`src/rtl/rover_key_pkg.sv`:
```
// Shared constants and types for the rover pushbutton conditioner.
// Pins are active-low, so the idle (released) level is a logic one.
package rover_key_pkg;

    localparam logic KEY_RELEASED            = 1'b1;
    localparam int   DEBOUNCE_CYCLES_DEFAULT = 500000;
    localparam int   CLK_HZ                  = 50000000;

    // IDLE: synchronised pin agrees with the clean level.
    // QUALIFY: they disagree and the stability counter is running.
    typedef enum logic {
        ST_IDLE    = 1'b0,
        ST_QUALIFY = 1'b1
    } deb_state_e;

endpackage

```
`src/rtl/rover_key_debounce_ch.sv`:
```
// One pushbutton channel: two-flop synchroniser, stability counter,
// clean level flop and registered press/release strobes.
module rover_key_debounce_ch
    import rover_key_pkg::*;
#(
    parameter int DEBOUNCE_CYCLES = DEBOUNCE_CYCLES_DEFAULT
) (
    input  logic clk,
    input  logic reset_n,
    input  logic key_raw,
    output logic key_clean,
    output logic key_press,
    output logic key_release
);

    localparam int              CNT_W    = $clog2(DEBOUNCE_CYCLES);
    localparam logic [CNT_W-1:0] CNT_LAST = CNT_W'(DEBOUNCE_CYCLES - 1);

    logic             s1_q;
    logic             sync_q;
    logic             clean_q;
    logic             clean_d;
    logic [CNT_W-1:0] cnt_q;
    logic [CNT_W-1:0] cnt_d;
    logic             press_q;
    logic             press_d;
    logic             release_q;
    logic             release_d;
    deb_state_e       state_q;
    deb_state_e       state_d;

    always_ff @(posedge clk) begin
        if (!reset_n) begin
            s1_q      <= KEY_RELEASED;
            sync_q    <= KEY_RELEASED;
            clean_q   <= KEY_RELEASED;
            cnt_q     <= '0;
            state_q   <= ST_IDLE;
            press_q   <= 1'b0;
            release_q <= 1'b0;
        end else begin
            s1_q      <= key_raw;
            sync_q    <= s1_q;
            clean_q   <= clean_d;
            cnt_q     <= cnt_d;
            state_q   <= state_d;
            press_q   <= press_d;
            release_q <= release_d;
        end
    end

    // Any return to agreement while qualifying throws away all progress.
    always_comb begin
        state_d   = state_q;
        cnt_d     = cnt_q;
        clean_d   = clean_q;
        press_d   = 1'b0;
        release_d = 1'b0;
        case (state_q)
            ST_IDLE: begin
                if (sync_q != clean_q) begin
                    state_d = ST_QUALIFY;
                    cnt_d   = CNT_W'(1);
                end else begin
                    cnt_d   = '0;
                end
            end
            ST_QUALIFY: begin
                if (sync_q == clean_q) begin
                    state_d = ST_IDLE;
                    cnt_d   = '0;
                end else if (cnt_q == CNT_LAST) begin
                    state_d   = ST_IDLE;
                    cnt_d     = '0;
                    clean_d   = sync_q;
                    press_d   = ~sync_q;
                    release_d = sync_q;
                end else begin
                    cnt_d   = cnt_q + CNT_W'(1);
                end
            end
            default: begin
                state_d = ST_IDLE;
                cnt_d   = '0;
            end
        endcase
    end

    assign key_clean   = clean_q;
    assign key_press   = press_q;
    assign key_release = release_q;

endmodule

```
`src/rtl/rover_key_debounce.sv`:
```
// Multi-key debouncer feeding the key PIO in_port; one independent
// channel per key, outputs concatenated in key order.
module rover_key_debounce
    import rover_key_pkg::*;
#(
    parameter int NUM_KEYS        = 2,
    parameter int DEBOUNCE_CYCLES = DEBOUNCE_CYCLES_DEFAULT
) (
    input  logic                clk,
    input  logic                reset_n,
    input  logic [NUM_KEYS-1:0] key_raw,
    output logic [NUM_KEYS-1:0] key_clean,
    output logic [NUM_KEYS-1:0] key_press,
    output logic [NUM_KEYS-1:0] key_release
);

    // A single-cycle window would let the counter compare never fire.
    if (DEBOUNCE_CYCLES < 2) begin : g_bad_debounce
        $error("rover_key_debounce: DEBOUNCE_CYCLES must be at least 2");
    end

    for (genvar i = 0; i < NUM_KEYS; i++) begin : g_ch
        rover_key_debounce_ch #(
            .DEBOUNCE_CYCLES (DEBOUNCE_CYCLES)
        ) u_ch (
            .clk         (clk),
            .reset_n     (reset_n),
            .key_raw     (key_raw[i]),
            .key_clean   (key_clean[i]),
            .key_press   (key_press[i]),
            .key_release (key_release[i])
        );
    end

endmodule

```
`config.mk`:
```
export PLATFORM = sky130hd
export DESIGN_NAME = rover_key_debounce
export DESIGN_NICKNAME = d
export VERILOG_FILES = /design/src/rtl/rover_key_pkg.sv /design/src/rtl/rover_key_debounce_ch.sv /design/src/rtl/rover_key_debounce.sv
export SDC_FILE = /design/constraint.sdc
export NUM_CORES = 1
export LEC_CHECK = 0
export CELL_PAD_IN_SITES_DETAIL_PLACEMENT = 1
export CELL_PAD_IN_SITES_GLOBAL_PLACEMENT = 1
export CORE_MARGIN = 1.5
export CORE_UTILIZATION = 25
export CTS_CLUSTER_SIZE = 30
export DETAILED_ROUTE_END_ITERATION = 8
export GPL_TIMING_DRIVEN = 1
export PLACE_DENSITY_LB_ADDON = 0.1
export SLEW_MARGIN = 20
export SYNTH_ARGS = -nofsm -noshare
export SYNTH_HDL_FRONTEND = slang
export SYNTH_SLANG_ARGS = --single-unit
```
`constraint.sdc`:
```
create_clock -name clk -period 2.65 [get_ports clk]
set_input_delay 0.6625 -clock clk [delete_from_list [all_inputs] [get_ports clk]]
set_output_delay 0.6625 -clock clk [all_outputs]
set_load 0.01 [all_outputs]
```
; ---- After elaboration in Yosys (flattened, before gate mapping)
; Cells that the tools add are included.
[word_totals]
register_bits = 50
inputBits = 4
out_inout_bits = 6
word_cells = 51
[op_classes]
addsub = 2
n_eq_ne = 6
muxes = 16
bitwise = 9
n_reduce_logical = 4
[ops]
columns = op, count
row1 = $mux W19, 4
row2 = $pmux W19 S2, 2
row3 = $add A19 B1 Y19 const B, 2
row4 = $eq A19 B19 Y1 const B, 2
row5 = $not A1 Y1, 9
row6 = $mux W1, 8
row7 = $reduce_or A4 Y1, 2
row8 = $reduce_and A3 Y1, 2
row9 = $pmux W1 S2, 2
row10 = $eq A1 B1 Y1, 2
row11 = $ne A1 B1 Y1, 2

; ---- Depth between registers and ports, before layout
; Gate-level depths: netlist of the first run.
[logic_depth]
word_depth = 4
depth_mapped = 6
ltp_nobuf = 5

; ---- Hierarchy
; From an unflattened synthesis of the first run, not the netlist that was laid out.
[hier_totals]
hier_cells = 238
hier_area_um2 = 2237.1
[by_module_without_submodules]
columns = mod, n_inst, cells_per_inst, area_per_inst_um2, seq_area_each_um2
row1 = rover_key_debounce_ch, 2, 119, 1118.6, 500.5

; ---- Least setup slack after synthesis of the first run
; No wires, ideal clock.
[synth_timing]
path_kind = flip-flop to flip-flop
start = register g_ch[0].u_ch.cnt_q[0]
end = register g_ch[0].u_ch.clean_q
setup_time_ns = 0.122
t_arrival_ns = 1.854
required_time_ns = 2.528
path_slack_ns = 0.674
stages_incl_launch_ff = 6
path_buffers = 0
period_less_slack_ns = 1.976
cell_sequence = dfxtp_1 > ha_1 > nand4_4 > or4_4 > o31a_1 > a311o_1
[synth_via]
elab_chain_len = 2
[synth_rtl]
columns = item, line_no
row1 = start: declaration, rover_key_debounce_ch.sv:23  ; logic [CNT_W-1:0] cnt_q;
row2 = start signal: assignment, rover_key_debounce_ch.sv:45  ; cnt_q <= cnt_d;
row3 = $eq A19 B19 Y1, rover_key_debounce_ch.sv:72  ; end else if (cnt_q == CNT_LAST) begin
row4 = $reduce_and A3 Y1 (no line), n/a
row5 = end signal: assignment, rover_key_debounce_ch.sv:44  ; clean_q <= clean_d;
row6 = end: declaration, rover_key_debounce_ch.sv:21  ; logic clean_q;
; Every way passes these cells.
; A chain may end at the register's enable or synchronous reset.

; ---- Worst setup path in the final report of the first run
; Ends and elaborated chain as after synthesis.

==> results of run 1 <==
## through the flow
stage	power, W	hold slack [ps]	instances
floorplan	0.000784	386	244
global placement	0.000794	392	354
detailed placement	0.000794	397	354
CTS	0.00134	421	362
global route	0.00137	441	362
finish	0.00131	416	362
## cell families (layout without fill, tap and decap cells)
| family | after synthesis | count (layout) | synth area share |
|---|---|---|---|
| compound gates | 26 | 26 | 0.0784 |
| xor+xnor | 28 | 28 | 0.113 |
| fa+ha+maj | 2 | 2 | 0.0115 |
| buf+inv | 21 | 34 | 0.0484 |
| flops | 50 | 50 | 0.461 |
| simple gates | 117 | 117 | 0.288 |
## worst register-to-register path, cell delays in order, from the launching register on
cell	delay, ps
dfxtp_1	390
ha_1	260
nand4_4	160
or4_4	580
o31a_1	300
a311o_1	300
## worst max path at each step
stage	start	end	slack [ps]	cells after the start
floorplan	g_ch[0].u_ch.cnt_q[0]$_SDFF_PN0_	g_ch[0].u_ch.key_clean$_SDFFE_PN1P_	670	5
global placement	g_ch[0].u_ch.cnt_q[0]$_SDFF_PN0_	g_ch[0].u_ch.key_clean$_SDFFE_PN1P_	590	5
detailed placement	g_ch[0].u_ch.cnt_q[0]$_SDFF_PN0_	g_ch[0].u_ch.key_clean$_SDFFE_PN1P_	550	5
CTS	g_ch[0].u_ch.cnt_q[0]$_SDFF_PN0_	g_ch[0].u_ch.key_clean$_SDFFE_PN1P_	530	5
global route	g_ch[1].u_ch.cnt_q[1]$_SDFF_PP0_	g_ch[1].u_ch.cnt_q[18]$_SDFF_PP0_	400	5
finish	g_ch[0].u_ch.cnt_q[0]$_SDFF_PN0_	g_ch[0].u_ch.key_clean$_SDFFE_PN1P_	550	5
## flip-flops by register name (all words and copies together), names as in the netlist
signal,cells
g_ch.u_ch.cnt_q,38
g_ch.u_ch.key_clean,2
g_ch.u_ch.key_press,2
g_ch.u_ch.key_release,2
g_ch.u_ch.s1_q,2
g_ch.u_ch.state_q,2
g_ch.u_ch.sync_q,2
## routing by layer
metal | global-route usage | wire [microns] | vias up
li1 | - | - | 864
met1 | 0.142 | 2300 | 777
met2 | 0.194 | 2200 | 7
met3 | 0.0261 | 86 | 4
met4 | 0.0343 | 47 | 0
met5 | 0 | 0 | -
## final cells by class
class | instances | area share
multi-input combinational | 173 | 0.430
clock buffer | 7 | 0.0308
sequential | 50 | 0.404
clock inverter | 1 | 0.0121
inverter | 12 | 0.0182
timing repair buffer | 14 | 0.0515
tap | 105 | 0.0531
## placed cells by master (no fill, tap or decap), drive strengths merged, types with 2 or more instances in the layout
master / count
dfxtp: 50
nor2: 37
xnor2: 21
nand2: 13
inv: 12
nand3: 12
nand4: 11
nor4: 9
clkdlybuf4s50: 9
nor3: 8
a21oi: 8
xor2: 7
o21ai: 7
clkbuf: 7
buf: 5
nor2b: 4
nand2b: 4
or3: 4
or4: 4
and3: 3
and4: 3
or2: 3
nor4b: 2
o31ai: 2
o31a: 2
ha: 2
o21bai: 2
## where the power goes
| part | switching [W] | total [W] | internal [W] |
|---|---|---|---|
| Clock | 0.000247 | 0.000530 | 0.000283 |
| Sequential | 0.00000284 | 0.000758 | 0.000755 |
| Combinational | 0.00000769 | 0.0000174 | 0.00000975 |
==> metrics.yaml, run 1 <==
timing.final.ws_setup_ps: 550
period_share: 0.792
fp.dieW_microns: 96.2
relSlewSlack: 0.579
hold_viol_final: 0
cts-root-buf: "clkbuf_8"
place.gp.congestion: 0.700
crit_chain: "ha_1 > nand4_4 > or4_4 > o31a_1 > a311o_1"
pre_cts_ws_ps: 547
min_from: "g_ch[0].u_ch.s1_q$_SDFF_PN1_"
hold_buffers: 0
cts_resized: 0
rsz0062_at_grt: "no"
power_density_mw_per_mm2: 527
finalSetupTns_ps: 0
initial_core_util: 0.262
path_class: "flip-flop to flip-flop"
leakage_nw: 0.731
placed_area_sq_mm: 0.00237
diodes: 0
yosys.area.top_type: "dfxtp_1"
fin_skew_ps: 9.07
final_area_sq_mm: 0.00248
synth_area_per_cell_sq_um: 8.90
status: "finished, final reports clean"
syn-num-nets: 250
die_area_sq_mm: 0.00925
path_max_fanout: 7
max-clock-path-buffers: 2
worstRegToRegCells: 5
drv_slew: 0
rows: 33
dpl.hpwl_microns: 3380
io_pins: 10
synth-warning-count: 0
r2r_slack_ps: 550
avgRoutedWirePerCell_microns: 12.8
nFillCells: 973
h-tree-depth: 2
cp_data_arrival_time_ps: 2290
first_iter_violations: 26
async_flop_share: 0
min_period_ps: 2100
synth_cells: 244
cts_inserted_buffers: 5
cts_setup_buffers: 0
hold_depth: 1
cpPeakStageDelay_ps: 580
vdd_drop_max_mv: 0.303
wl_microns: 4630
grt_pass1_vias: 1711
core-area_sq_mm: 0.00830
min_path_type: "flip-flop to flip-flop"
path_clk_slew_ps: 90
grt_overflow_total: 0
post-route-drc-count: 0
die_h_microns: 96.2
path_delay_family: "simple AND/OR/NAND/NOR gates"
netlist.area_leader.share: 0.461
maxCapViolCount: 0
multi_input_area_sq_mm: 0.00106
vias: 1652
max_freq_mhz: 476
synth-seq-area-share: 0.461
final_layout_size_suffix_gt1_frac: 0.0739
avgViaCountPerCell: 4.56
holdPathEnd: "g_ch[0].u_ch.sync_q$_SDFF_PN1_"
worst_setup_path_end_kind: "flip-flop"
start_kind: "flip-flop"
io_buffers: 9
worst_pin_slew_ps: 626
setup_viol: 0
fin_nets: 262
critical_path_buf_inv_count: 0
areaGrowthSynthToFinish_pct: 14.1
synthDistinctLibCells: 36
r2r-start: "g_ch[0].u_ch.cnt_q[0]$_SDFF_PN0_"
seq_area_sq_mm: 0.00100
ant_nets: 0
synth.most_common_cell: "dfxtp_1"
required_ps: 2840
grt_usage: 0.114
grt_max_degree: 19
cts_tree: "done"
ys_seq_elements: 50
antenna_found_initial: 0
synth_edf_count: 0
netlist_top_cells_count: "dfxtp_1 (50), nor2_1 (37), xnor2_1 (21)"
synth_area_sq_mm: 0.00217
grt_pass1_wl_microns: 8140
yosys_most_used_dff: "dfxtp_1"
clk_latency_ps: 300
firstDrtPassIters: 3
regToRegEndpoint: "g_ch[0].u_ch.key_clean$_SDFFE_PN1P_"
clock_sinks: 50
final_util: 0.298
critPathSlowestCell: "or4_4"
synthTopCellsByArea: "dfxtp_1 (46%), xnor2_1 (8.5%), nor2_1 (6.4%)"
No activity file was read; power rests on OpenSTA's default activity.
==> inputs of run 2 (changes only) <==
==> constraint.sdc (replaced) <==
create_clock -name clk -period 1.7 [get_ports clk]
set_input_delay 0.425 -clock clk [delete_from_list [all_inputs] [get_ports clk]]
set_output_delay 0.425 -clock clk [all_outputs]
set_load 0.01 [all_outputs]
==> metrics.yaml, run 2 (synthesis results as in run 1) <==
status: "complete, but fails checks"
violations: "negative setup slack"
cts_tree: "done"
place.gp.congestion: 0.669
relSlewSlack: 0.738
required_ps: 1900
post-route-drc-count: 0
hold_buffers: 0
path_clk_slew_ps: 100
r2r_slack_ps: -70
layout_common_cells: "dfxtp_1 (43), buf_4 (41), nor2_1 (37), xnor2_1 (21), nand2_1 (13)"
regMostFlops: "g_ch.u_ch.cnt_q"
placed_cells: 392
clock_sinks: 50
clk_latency_ps: 310
cts-root-buf: "clkbuf_8"
switching_share: 0.220
fin_skew_ps: 8.53
dpl.hpwl_microns: 3740
drv_slew: 0
io_buffers: 9
whs_ps: 417
grt_usage: 0.118
cp_data_arrival_time_ps: 1960
grt_overflow_total: 0
avgViaCountPerCell: 4.58
avgRoutedWirePerCell_microns: 12.4
antenna_found_initial: 0
worst_setup_path_end_kind: "flip-flop"
critical_path_buf_inv_count: 0
max_freq_mhz: 565
maxCapViolCount: 0
grt_max_degree: 19
path_delay_family: "compound AO/OA/AOI/OAI gates"
areaGrowthSynthToFinish_pct: 30.8
p_sw_w: 0.000429
first_iter_violations: 22
max-clock-path-buffers: 2
p_seq_frac: 0.605
rows: 33
setup_viol: 1
fin_nets: 301
internal_power_w: 0.00152
hold_depth: 1
ant_nets: 0
start_kind: "flip-flop"
grt_pass1_vias: 1800
h-tree-depth: 2
min_from: "g_ch[1].u_ch.s1_q$_SDFF_PN1_"
die_area_sq_mm: 0.00925
pre_cts_ws_ps: -47.7
r2r-start: "g_ch[0].u_ch.cnt_q[1]$_SDFF_PP0_"
clock_power_share: 0.378
die_h_microns: 96.2
initial_core_util: 0.262
crit_chain: "ha_4 > nand4_4 > or4_4 > o31a_1 > a311o_1"
diodes: 0
cts_inserted_buffers: 5
fp.dieW_microns: 96.2
regToRegEndpoint: "g_ch[0].u_ch.key_clean$_SDFFE_PN1P_"
nFillCells: 990
hold_viol_final: 0
power_w: 0.00195
vias: 1836
leakage_nw: 0.941
io_pins: 10
timing.final.ws_setup_ps: -68.9
combPwrFrac: 0.017
rsz0062_at_grt: "yes"
worstRegToRegCells: 5
power_density_mw_per_mm2: 688
holdPathEnd: "g_ch[1].u_ch.sync_q$_SDFF_PN1_"
cpPeakStageDelay_ps: 470
path_class: "flip-flop to flip-flop"
final_layout_size_suffix_gt1_frac: 0.243
grt_pass1_wl_microns: 8360
min_path_type: "flip-flop to flip-flop"
min_period_ps: 1770
instances_no_fill: 401
worst_pin_slew_ps: 389
largest_reg_flops: 38
vdd_drop_max_mv: 0.264
cp.depth: 5
core-area_sq_mm: 0.00830
critPathSlowestCell: "or4_4"
path_max_fanout: 4
wl_microns: 4980
period_share: 1.04
final_common_cell: "dfxtp_1"
firstDrtPassIters: 4
run 2: final cells by class:
class	instances	area, sq um	share of cell area
Multi-Input combinational cell	173	1110	0.390
Timing Repair Buffer	53	452	0.159
Clock buffer	6	82.6	0.0291
Sequential cell	50	1010	0.356
Inverter	12	45.0	0.0159
Tap cell	105	131	0.0463
Clock inverter	2	12.5	0.00441
run 2: through the flow:
| step | setup TNS (ps) | utilization | area, sq um |
|---|---|---|---|
| floorplan | -345 | - | 2200 |
| global placement | -26.2 | 0.327 | 2710 |
| detailed placement | -82.8 | 0.327 | 2710 |
| CTS | -128 | 0.339 | 2820 |
| global route | -305 | 0.342 | 2840 |
| finish | -68.9 | 0.342 | 2840 |
run 2: how the worst max path moves through the flow:
| stage | slack, ps | start | end |
|---|---|---|---|
| after floorplan | -50 | g_ch[0].u_ch.cnt_q[1]$_SDFF_PP0_ | g_ch[0].u_ch.key_clean$_SDFFE_PN1P_ |
| after global placement | -10 | g_ch[0].u_ch.cnt_q[1]$_SDFF_PP0_ | g_ch[0].u_ch.cnt_q[18]$_SDFF_PP0_ |
| after detailed placement | -50 | g_ch[0].u_ch.cnt_q[1]$_SDFF_PP0_ | g_ch[0].u_ch.key_clean$_SDFFE_PN1P_ |
| after CTS | -70 | g_ch[0].u_ch.cnt_q[1]$_SDFF_PP0_ | g_ch[0].u_ch.cnt_q[18]$_SDFF_PP0_ |
| after global routing | -100 | g_ch[0].u_ch.cnt_q[1]$_SDFF_PP0_ | g_ch[0].u_ch.key_clean$_SDFFE_PN1P_ |
| final | -70 | g_ch[0].u_ch.cnt_q[1]$_SDFF_PP0_ | g_ch[0].u_ch.key_clean$_SDFFE_PN1P_ |
run 2: repair_timing:
action                     CTS  global route
setup endpoints to repair    3            16
pin swaps                    0             3
setup buffers                0             1
resized for setup            2             6
run 2: power groups by stage:
stage	Clock (W)	Sequential [W]	Combinational, W
after global routing	0.000829	0.00118	0.0000369
after floorplan	0	0.00121	0.0000136
after global placement	0	0.00121	0.0000329
final	0.000739	0.00118	0.0000325
after detailed placement	0	0.00121	0.0000333
after CTS	0.000785	0.00118	0.0000333
run 2: layer usage:
metal	vias up	wire, microns	GRT usage	part of all wire
met3	5	98	0.0332	0.020
met2	11	2420	0.199	0.49
met5	-	0	0	0
met4	0	57	0.0331	0.011
li1	941	-	-	-
met1	879	2400	0.145	0.48
